### config.mk
export PLATFORM = sky130hd
export DESIGN_NAME = mu0_sequencer_flat
export DESIGN_NICKNAME = d
export VERILOG_FILES = /design/src/rtl/mu0_sequencer_pkg.sv /design/src/rtl/mu0_sequencer_if.sv /design/src/rtl/mu0_sequencer_wait_timer.sv /design/src/rtl/mu0_sequencer.sv /design/src/flat_wrapper.sv
export SDC_FILE = /design/constraint.sdc
export NUM_CORES = 1
export LEC_CHECK = 0
export CORE_MARGIN = 2
export CORE_UTILIZATION = 35
export CTS_BUF_LIST = sky130_fd_sc_hd__clkbuf_8
export CTS_CLUSTER_DIAMETER = 80
export DETAILED_ROUTE_END_ITERATION = 8
export GPL_TIMING_DRIVEN = 0
export PLACE_DENSITY = 0.7
export SYNTH_ARGS = -nofsm -noshare
export SYNTH_HDL_FRONTEND = slang
export SYNTH_SLANG_ARGS = --single-unit
### constraint.sdc
create_clock -name clk -period 1.6 [get_ports clk]
set_clock_uncertainty 0.05 [all_clocks]
set_input_delay 0.32 -clock clk [delete_from_list [all_inputs] [get_ports clk]]
set_output_delay 0.32 -clock clk [all_outputs]
set_load 0.02 [all_outputs]
### src/rtl/mu0_sequencer_pkg.sv
// Shared definitions for the MU0 control sequencer: opcodes, ALU function codes,
// FSM state encoding and the datapath strobe bundle.
package mu0_sequencer_pkg;

    localparam logic [2:0] OP_LDA  = 3'd0;
    localparam logic [2:0] OP_STO  = 3'd1;
    localparam logic [2:0] OP_ADD  = 3'd2;
    localparam logic [2:0] OP_SUB  = 3'd3;
    localparam logic [2:0] OP_JMP  = 3'd4;
    localparam logic [2:0] OP_JGE  = 3'd5;
    localparam logic [2:0] OP_JNE  = 3'd6;
    localparam logic [2:0] OP_STOP = 3'd7;

    localparam logic [2:0] ALU_IDLE = 3'd0;
    localparam logic [2:0] ALU_ADD  = 3'd1;
    localparam logic [2:0] ALU_SUB  = 3'd2;
    localparam logic [2:0] ALU_B    = 3'd3;
    localparam logic [2:0] ALU_INC  = 3'd4;

    typedef enum logic [1:0] {
        ST_BOOT  = 2'd0,
        ST_FETCH = 2'd1,
        ST_EXEC  = 2'd2,
        ST_HALT  = 2'd3
    } state_e;

    typedef struct packed {
        logic a_sel;
        logic b_sel;
        logic pc_ce;
        logic ir_ce;
        logic acc_ce;
        logic acc_oe;
        logic rnw;
    } strobe_t;

    localparam strobe_t STRB_IDLE = '{a_sel: 1'b0, b_sel: 1'b0, pc_ce: 1'b0, ir_ce: 1'b0,
                                      acc_ce: 1'b0, acc_oe: 1'b0, rnw: 1'b1};

    // ALU function for the accumulator-loading instructions
    function automatic logic [2:0] alu_code(input logic [2:0] op);
        case (op)
            OP_LDA:  alu_code = ALU_B;
            OP_ADD:  alu_code = ALU_ADD;
            OP_SUB:  alu_code = ALU_SUB;
            default: alu_code = ALU_IDLE;
        endcase
    endfunction

    // Branch condition: JMP always, JGE on non-negative ACC, JNE on non-zero ACC
    function automatic logic jump_taken(input logic [2:0] op, input logic acc_15, input logic accz);
        case (op)
            OP_JMP:  jump_taken = 1'b1;
            OP_JGE:  jump_taken = !acc_15;
            OP_JNE:  jump_taken = !accz;
            default: jump_taken = 1'b0;
        endcase
    endfunction

endpackage

### src/rtl/mu0_sequencer_if.sv
// Control/status bundle between the MU0 sequencer (master) and the datapath/memory side (slave).
interface mu0_sequencer_if #(
    parameter int OPCODE_W = 4,
    parameter int ALUFS_W  = 3
);
    logic [OPCODE_W-1:0] in_opcode;
    logic                acc_15;
    logic                accz;
    logic                mem_rdy;
    logic                run;

    logic                a_sel;
    logic                b_sel;
    logic                pc_ce;
    logic                ir_ce;
    logic                acc_ce;
    logic                acc_oe;
    logic [ALUFS_W-1:0]  alufs;
    logic                rnw;
    logic                memrq;
    logic                halted;
    logic                illegal;
    logic                bus_err;

    modport master (
        input  in_opcode, acc_15, accz, mem_rdy, run,
        output a_sel, b_sel, pc_ce, ir_ce, acc_ce, acc_oe, alufs, rnw, memrq,
               halted, illegal, bus_err
    );

    modport slave (
        output in_opcode, acc_15, accz, mem_rdy, run,
        input  a_sel, b_sel, pc_ce, ir_ce, acc_ce, acc_oe, alufs, rnw, memrq,
               halted, illegal, bus_err
    );
endinterface

### src/rtl/mu0_sequencer_wait_timer.sv
// Counts consecutive stalled memory cycles and flags a timeout on the last one allowed.
module mu0_sequencer_wait_timer #(
    parameter int MAX_WAIT = 15,
    parameter int WAIT_W   = 4
) (
    input  logic clk,
    input  logic rst_n,
    input  logic req,
    input  logic rdy,
    input  logic clr,
    output logic timeout
);
    // Timeout fires during the MAX_WAIT-th stalled cycle so the FSM leaves right after it
    localparam logic [WAIT_W-1:0] LIMIT_C = (MAX_WAIT == 0) ? {WAIT_W{1'b0}} : WAIT_W'(MAX_WAIT - 1);

    logic [WAIT_W-1:0] count_r;
    logic              timeout_s;

    // Timeout decode; a zero limit disables the trap entirely
    always_comb begin
        if (MAX_WAIT != 0) begin
            timeout_s = req && !rdy && (count_r == LIMIT_C);
        end else begin
            timeout_s = 1'b0;
        end
    end

    assign timeout = timeout_s;

    // Stall counter
    always_ff @(posedge clk or negedge rst_n) begin
        if (!rst_n) begin
            count_r <= {WAIT_W{1'b0}};
        end else if (clr || !req || rdy || timeout_s) begin
            count_r <= {WAIT_W{1'b0}};
        end else begin
            count_r <= count_r + {{(WAIT_W-1){1'b0}}, 1'b1};
        end
    end
endmodule

### src/rtl/mu0_sequencer.sv
// MU0 control sequencer: BOOT/FETCH/EXEC/HALT FSM with memory-ready handshake,
// wait timeout, illegal-opcode trap and run/resume from HALT.
module mu0_sequencer
    import mu0_sequencer_pkg::*;
#(
    parameter int OPCODE_W = 4,
    parameter int ALUFS_W  = 3,
    parameter int MAX_WAIT = 15,
    parameter int WAIT_W   = 4
) (
    input  logic             clk,
    input  logic             rst_n,
    mu0_sequencer_if.master  bus
);
    state_e             state_r;
    state_e             state_nxt_s;
    state_e             done_state_s;
    state_e             idle_nxt_s;
    logic               illegal_r;
    logic               illegal_nxt_s;
    logic               bus_err_r;
    logic               bus_err_nxt_s;
    logic               req_s;
    logic               legal_s;
    logic               timeout_s;
    logic               clr_s;
    logic [2:0]         op_s;
    strobe_t            strb_s;
    logic [ALUFS_W-1:0] alufs_s;

    assign op_s    = bus.in_opcode[2:0];
    assign legal_s = ((bus.in_opcode >> 3) == {OPCODE_W{1'b0}});
    assign clr_s   = (state_r == ST_BOOT) || (state_r == ST_HALT);

    // Memory request depends on state and opcode only, keeping the timer out of any comb loop
    always_comb begin
        req_s = 1'b0;
        case (state_r)
            ST_FETCH: req_s = 1'b1;
            ST_EXEC:  req_s = legal_s && (op_s != OP_STOP);
            default:  req_s = 1'b0;
        endcase
    end

    mu0_sequencer_wait_timer #(
        .MAX_WAIT (MAX_WAIT),
        .WAIT_W   (WAIT_W)
    ) u_wait_timer (
        .clk     (clk),
        .rst_n   (rst_n),
        .req     (req_s),
        .rdy     (bus.mem_rdy),
        .clr     (clr_s),
        .timeout (timeout_s)
    );

    // Strobe decode and next-state selection
    always_comb begin
        strb_s        = STRB_IDLE;
        alufs_s       = {ALUFS_W{1'b0}};
        done_state_s  = state_r;
        idle_nxt_s    = state_r;
        illegal_nxt_s = illegal_r;
        bus_err_nxt_s = bus_err_r;

        case (state_r)
            ST_BOOT: begin
                idle_nxt_s = ST_FETCH;
            end
            ST_FETCH: begin
                alufs_s      = ALUFS_W'(ALU_INC);
                strb_s.pc_ce = bus.mem_rdy;
                strb_s.ir_ce = bus.mem_rdy;
                done_state_s = ST_EXEC;
            end
            ST_EXEC: begin
                if (!legal_s) begin
                    illegal_nxt_s = 1'b1;
                    idle_nxt_s    = ST_HALT;
                end else begin
                    case (op_s)
                        OP_LDA, OP_ADD, OP_SUB: begin
                            strb_s.a_sel  = 1'b1;
                            strb_s.b_sel  = 1'b1;
                            strb_s.acc_ce = bus.mem_rdy;
                            alufs_s       = ALUFS_W'(alu_code(op_s));
                            done_state_s  = ST_FETCH;
                        end
                        OP_STO: begin
                            strb_s.a_sel  = 1'b1;
                            strb_s.acc_oe = 1'b1;
                            strb_s.rnw    = 1'b0;
                            done_state_s  = ST_FETCH;
                        end
                        OP_JMP, OP_JGE, OP_JNE: begin
                            // The branch cycle fetches the next instruction, so EXEC follows EXEC
                            strb_s.a_sel = jump_taken(op_s, bus.acc_15, bus.accz);
                            strb_s.pc_ce = bus.mem_rdy;
                            strb_s.ir_ce = bus.mem_rdy;
                            alufs_s      = ALUFS_W'(ALU_INC);
                            done_state_s = ST_EXEC;
                        end
                        OP_STOP: begin
                            idle_nxt_s = ST_HALT;
                        end
                        default: begin
                            idle_nxt_s = ST_HALT;
                        end
                    endcase
                end
            end
            ST_HALT: begin
                if (bus.run) begin
                    idle_nxt_s    = ST_FETCH;
                    illegal_nxt_s = 1'b0;
                    bus_err_nxt_s = 1'b0;
                end else begin
                    idle_nxt_s    = ST_HALT;
                end
            end
            default: begin
                idle_nxt_s = ST_BOOT;
            end
        endcase

        // Timeout implies !mem_rdy, so no enable has been pulsed in the trapping cycle
        if (!req_s) begin
            state_nxt_s = idle_nxt_s;
        end else if (timeout_s) begin
            state_nxt_s   = ST_HALT;
            bus_err_nxt_s = 1'b1;
        end else if (bus.mem_rdy) begin
            state_nxt_s = done_state_s;
        end else begin
            state_nxt_s = state_r;
        end
    end

    // State and sticky trap flags
    always_ff @(posedge clk or negedge rst_n) begin
        if (!rst_n) begin
            state_r   <= ST_BOOT;
            illegal_r <= 1'b0;
            bus_err_r <= 1'b0;
        end else begin
            state_r   <= state_nxt_s;
            illegal_r <= illegal_nxt_s;
            bus_err_r <= bus_err_nxt_s;
        end
    end

    assign bus.a_sel   = strb_s.a_sel;
    assign bus.b_sel   = strb_s.b_sel;
    assign bus.pc_ce   = strb_s.pc_ce;
    assign bus.ir_ce   = strb_s.ir_ce;
    assign bus.acc_ce  = strb_s.acc_ce;
    assign bus.acc_oe  = strb_s.acc_oe;
    assign bus.rnw     = strb_s.rnw;
    assign bus.alufs   = alufs_s;
    assign bus.memrq   = req_s;
    assign bus.halted  = (state_r == ST_HALT);
    assign bus.illegal = illegal_r;
    assign bus.bus_err = bus_err_r;
endmodule

### src/flat_wrapper.sv
// flat-port wrapper written by rule: the top's interface ports become plain ports
module mu0_sequencer_flat import mu0_sequencer_pkg::*;
#(
    parameter int OPCODE_W = 4,
    parameter int ALUFS_W  = 3,
    parameter int MAX_WAIT = 15,
    parameter int WAIT_W   = 4
)
  (clk, rst_n, bus_in_opcode, bus_acc_15, bus_accz, bus_mem_rdy, bus_run, bus_a_sel, bus_b_sel, bus_pc_ce, bus_ir_ce, bus_acc_ce, bus_acc_oe, bus_alufs, bus_rnw, bus_memrq, bus_halted, bus_illegal, bus_bus_err);
  mu0_sequencer_if #(.OPCODE_W(OPCODE_W), .ALUFS_W(ALUFS_W)) bus_i ();
  input  logic clk;
  input  logic rst_n;
  input wire logic [$bits(bus_i.in_opcode)-1:0] bus_in_opcode;
  input wire logic [$bits(bus_i.acc_15)-1:0] bus_acc_15;
  input wire logic [$bits(bus_i.accz)-1:0] bus_accz;
  input wire logic [$bits(bus_i.mem_rdy)-1:0] bus_mem_rdy;
  input wire logic [$bits(bus_i.run)-1:0] bus_run;
  output wire logic [$bits(bus_i.a_sel)-1:0] bus_a_sel;
  output wire logic [$bits(bus_i.b_sel)-1:0] bus_b_sel;
  output wire logic [$bits(bus_i.pc_ce)-1:0] bus_pc_ce;
  output wire logic [$bits(bus_i.ir_ce)-1:0] bus_ir_ce;
  output wire logic [$bits(bus_i.acc_ce)-1:0] bus_acc_ce;
  output wire logic [$bits(bus_i.acc_oe)-1:0] bus_acc_oe;
  output wire logic [$bits(bus_i.alufs)-1:0] bus_alufs;
  output wire logic [$bits(bus_i.rnw)-1:0] bus_rnw;
  output wire logic [$bits(bus_i.memrq)-1:0] bus_memrq;
  output wire logic [$bits(bus_i.halted)-1:0] bus_halted;
  output wire logic [$bits(bus_i.illegal)-1:0] bus_illegal;
  output wire logic [$bits(bus_i.bus_err)-1:0] bus_bus_err;
  assign bus_i.in_opcode = bus_in_opcode;
  assign bus_i.acc_15 = bus_acc_15;
  assign bus_i.accz = bus_accz;
  assign bus_i.mem_rdy = bus_mem_rdy;
  assign bus_i.run = bus_run;
  assign bus_a_sel = bus_i.a_sel;
  assign bus_b_sel = bus_i.b_sel;
  assign bus_pc_ce = bus_i.pc_ce;
  assign bus_ir_ce = bus_i.ir_ce;
  assign bus_acc_ce = bus_i.acc_ce;
  assign bus_acc_oe = bus_i.acc_oe;
  assign bus_alufs = bus_i.alufs;
  assign bus_rnw = bus_i.rnw;
  assign bus_memrq = bus_i.memrq;
  assign bus_halted = bus_i.halted;
  assign bus_illegal = bus_i.illegal;
  assign bus_bus_err = bus_i.bus_err;
  mu0_sequencer #(.OPCODE_W(OPCODE_W), .ALUFS_W(ALUFS_W), .MAX_WAIT(MAX_WAIT), .WAIT_W(WAIT_W)) u_core (.clk(clk), .rst_n(rst_n), .bus(bus_i));
endmodule
==> impl_summary.txt <==
----------------------------------------------------
[Synth]
  Top area cells in the synthesized netlist ... dfrtp_1, ha_1, nand2_1
  Synthesis warning total ... 0
  Sequential-to-total area share from yosys stat ... 31.8%
  Cell accounting for the most synthesized area ... dfrtp_1
  Number of synthesized register bits ... 8
  Top cells by count, synth ... dfrtp_1, nand2_1, nor2_1
  Area of the mapped netlist ... 629 um2
  Fraction of synthesized cell area taken by the top area cell type ... 31.8%
  Dominant register cell in the synthesized netlist ... dfrtp_1
  EDFF count, synth ... 0
  Synth Instances ... 71
  Mean instance size in the synthesized netlist ... 8.86 um2
  Net Count, Synth ... 87
  Count of cell types in the netlist ... 28
  Async S/R FF share, synth ... 100%

[Floorplanning]
  Total Die Area ... 2150 um2
  Die Height ... 46.4 um
  Horizontal die dimension ... 46.4 um
  Core Region ... 1710 um2
  Count of standard-cell rows ... 15
  Effective utilization at floorplan ... 36.8%
  I/O pins ... 24

[Detailed routing]
  Iter 0 DRT Violations ... 8
  Routed via count ... 642
  Number of remaining DRC errors ... 0
  First-pass iteration count of the detailed router ... 4
  Via density per instance ... 4.90
  Final WL ... 1.56 mm
  Antenna violation net count after detailed routing ... 0
  Average detailed-routed wire length per instance ... 11.9 um

[Timing]
  Slew @ Worst Pin ... 0.360 ns
  Final setup margin ... -0.293 ns
  Hold Violations, Final ... 0
  Period minus WS final ... 1.89 ns
  Max-slew headroom at the worst pin ... 75.9%
  Post-Route Hold Slack ... 0.322 ns
  Finish-stage setup viols ... 18
  Ratio of final minimum period to clock period ... 118%
  Fmax ... 528 MHz
  Max-slew violation total from the final report ... 0
  RSZ-0062 raised after global routing ... true

[GRT]
  GRT Residual Overflow ... 0
  Global-route wire length before repair ... 2.49 mm
  Pin count of the biggest net entering global routing ... 9
  GRT Total Usage ... 16.4%
  Initial antenna violation count ... 0
  Via count of the first global-routing pass ... 612

[Clocking]
  Number of hold-repair buffers added at the cts stage ... 0
  CTS H-tree lvls ... 1
  Number of clock sinks ... 8
  Clock tree from TritonCTS ... yes
  Latest clock arrival within the worst-skew pair ... 0.23 ns
  Root cell of the clock tree ... clkbuf_8
  Number of CTS-inserted buffers ... 3
  Longest Clk Path Bufs ... 2
  Clock slew at the register clock pins of the worst setup and hold paths ... 0.04 ns

[Placement]
  Final HPWL from detailed placement ... 1.15 mm
  Number of port buffers ... 23
  Placer's final routability congestion estimate ... 0.718

[Worst setup path]
  CP Data Required Time ... 1.23 ns
  R2R cell count ... 8
  Worst endpoint data arrival time ... 1.52 ns
  Launch point of the worst path ... u_core.state_r[1]$_DFFE_PN0P_
  Maximum fanout along the worst path ... 6
  Crit Path Category ... flip-flop to primary output
  Reg2reg start ... u_core.state_r[1]$_DFFE_PN0P_
  Slack of the worst reg-to-reg path ... -0.24 ns
  CP startpoint kind ... flip-flop
  Crit path capture type ... primary output
  CP Capture Point ... bus_memrq
  Endpoint of the lowest-slack register-to-register path ... u_core.state_r[1]$_DFFE_PN0P_

[Power]
  Power Density ... 1620 nW/um2
  Maximum vdd drop ... 0.919 mV
  Sum of internal, switching and leakage power ... 0.00180 W
  Lkg Pwr ... 0.494 nW

[Finish]
  Area delta synth->final ... 75.9%
  Fillcell total ... 143
  Post-layout nets ... 124
  Share of cells above drive strength 1 ... 47.2%
  Ant diodes ... 0

[Outcome]
  Outcome ... finished, violations left
  Violations in the final reports ... setup timing

[Flow run]
  Count of maximum capacitance violations ... 0

[Hold path]
  Path category of the worst min-delay check ... input port to asynchronous set/reset pin

----------------------------------------------------
==> final cells by class <==
cell class | count | area [um2] | share of cell area [%]
inverter | 6 | 22.5 | 2.03
sequential | 8 | 200 | 18.1
timing repair buffer | 32 | 288 | 26.0
tap | 25 | 31.3 | 2.82
clock buffer | 3 | 41.3 | 3.73
buffer | 1 | 11.3 | 1.02
multi-input combinational | 56 | 513 | 46.3
==> what timing repair did <==
action                                  CTS  global route
endpoints found under the setup margin   18            18
pin swaps                                 5             5
setup buffers                             5             4
gates resized for setup                  65            22
==> cells by family (layout without fill, tap and decap cells) <==
logic type / count (synthesis) / after routing / synth area share [%]
and+or+nand+nor: 34 / 34 / 30.4
buffers and inverters: 7 / 42 / 4.77
xor gates and xnor gates: 2 / 2 / 2.78
muxes: 2 / 2 / 3.18
adders and majority gates: 6 / 6 / 11.9
AOI/OAI and AO/OA: 12 / 12 / 15.1
DFF: 8 / 8 / 31.8
==> power by group <==
part / switching [W] / internal (W) / leakage, nW
Sequential: 0.0000524 / 0.000256 / 0.105
Clock: 0.0000773 / 0.000163 / 0.0216
Combinational: 0.000611 / 0.000637 / 0.368
==> metrics by stage <==
step	setup TNS, ns	utilization, %	std cells	instance area [um2]	worst slack, ns
floorplan	-0.658	-	71	681	-0.185
global placement	-10.95	55.2	119	942	-0.961
detailed placement	-11.18	55.2	119	942	-0.974
CTS	-2.80	58.9	127	1010	-0.306
global route	-4.39	64.8	131	1110	-0.348
finish	-3.06	64.8	131	1110	-0.293
==> sequential cells by signal, summed over array words and instances, names as in the netlist <==
register / cells
u_core.u_wait_timer.count_r: 4
u_core.state_r: 2
u_core.bus.bus_err: 1
u_core.bus.illegal: 1
==> layer usage <==
| metal | routed length [um] | global-route usage (%) |
|---|---|---|
| met1 | 700 | 21.6 |
| met2 | 748 | 25.3 |
| met3 | 110 | 7.45 |
| met4 | 0 | 1.71 |
| met5 | 0 | 0 |
==> cells in the final DEF, fill, tap and decap left out, types with 2 or more instances in the layout <==
| cell | n |
|---|---|
| buf_6 | 9 |
| ha_1 | 3 |
| nor2b_1 | 2 |
| dfrtp_1 | 8 |
| nor3_4 | 2 |
| a31oi_1 | 2 |
| dlygate4sd2_1 | 4 |
| nor2_2 | 5 |
| a22o_1 | 2 |
| a21oi_1 | 2 |
| buf_4 | 11 |
| inv_1 | 3 |
| nand3_1 | 2 |
| clkdlybuf4s50_1 | 7 |
| mux2i_1 | 2 |
| nand2_1 | 7 |
| and2_4 | 2 |
| buf_2 | 2 |
| inv_2 | 3 |
| nor3_1 | 2 |
| nor2_4 | 2 |
| ha_4 | 3 |
| clkbuf_8 | 3 |
==> worst min-delay path by stage <==
stage / from / endpoint / slack [ns] / cells past startpoint
after floorplan: rst_n / u_core.bus.bus_err$_DFF_PN0_ / -0.03 / 0
after global placement: u_core.u_wait_timer.count_r[0]$_DFF_PN0_ / u_core.u_wait_timer.count_r[0]$_DFF_PN0_ / 0.43 / 1
after detailed placement: u_core.u_wait_timer.count_r[0]$_DFF_PN0_ / u_core.u_wait_timer.count_r[0]$_DFF_PN0_ / 0.44 / 1
after CTS: rst_n / u_core.bus.illegal$_DFFE_PN0P_ / 0.33 / 1
after global routing: rst_n / u_core.bus.illegal$_DFFE_PN0P_ / 0.34 / 1
final: rst_n / u_core.bus.illegal$_DFFE_PN0P_ / 0.32 / 1
==> critical path: stages, from the launching register on <==
cell	delay, ns
dfrtp_1	0.41
inv_2	0.10
ha_4	0.31
inv_2	0.05
o31ai_4	0.27
buf_6	0.16
Note: power is estimated with default switching activity, not from simulation.
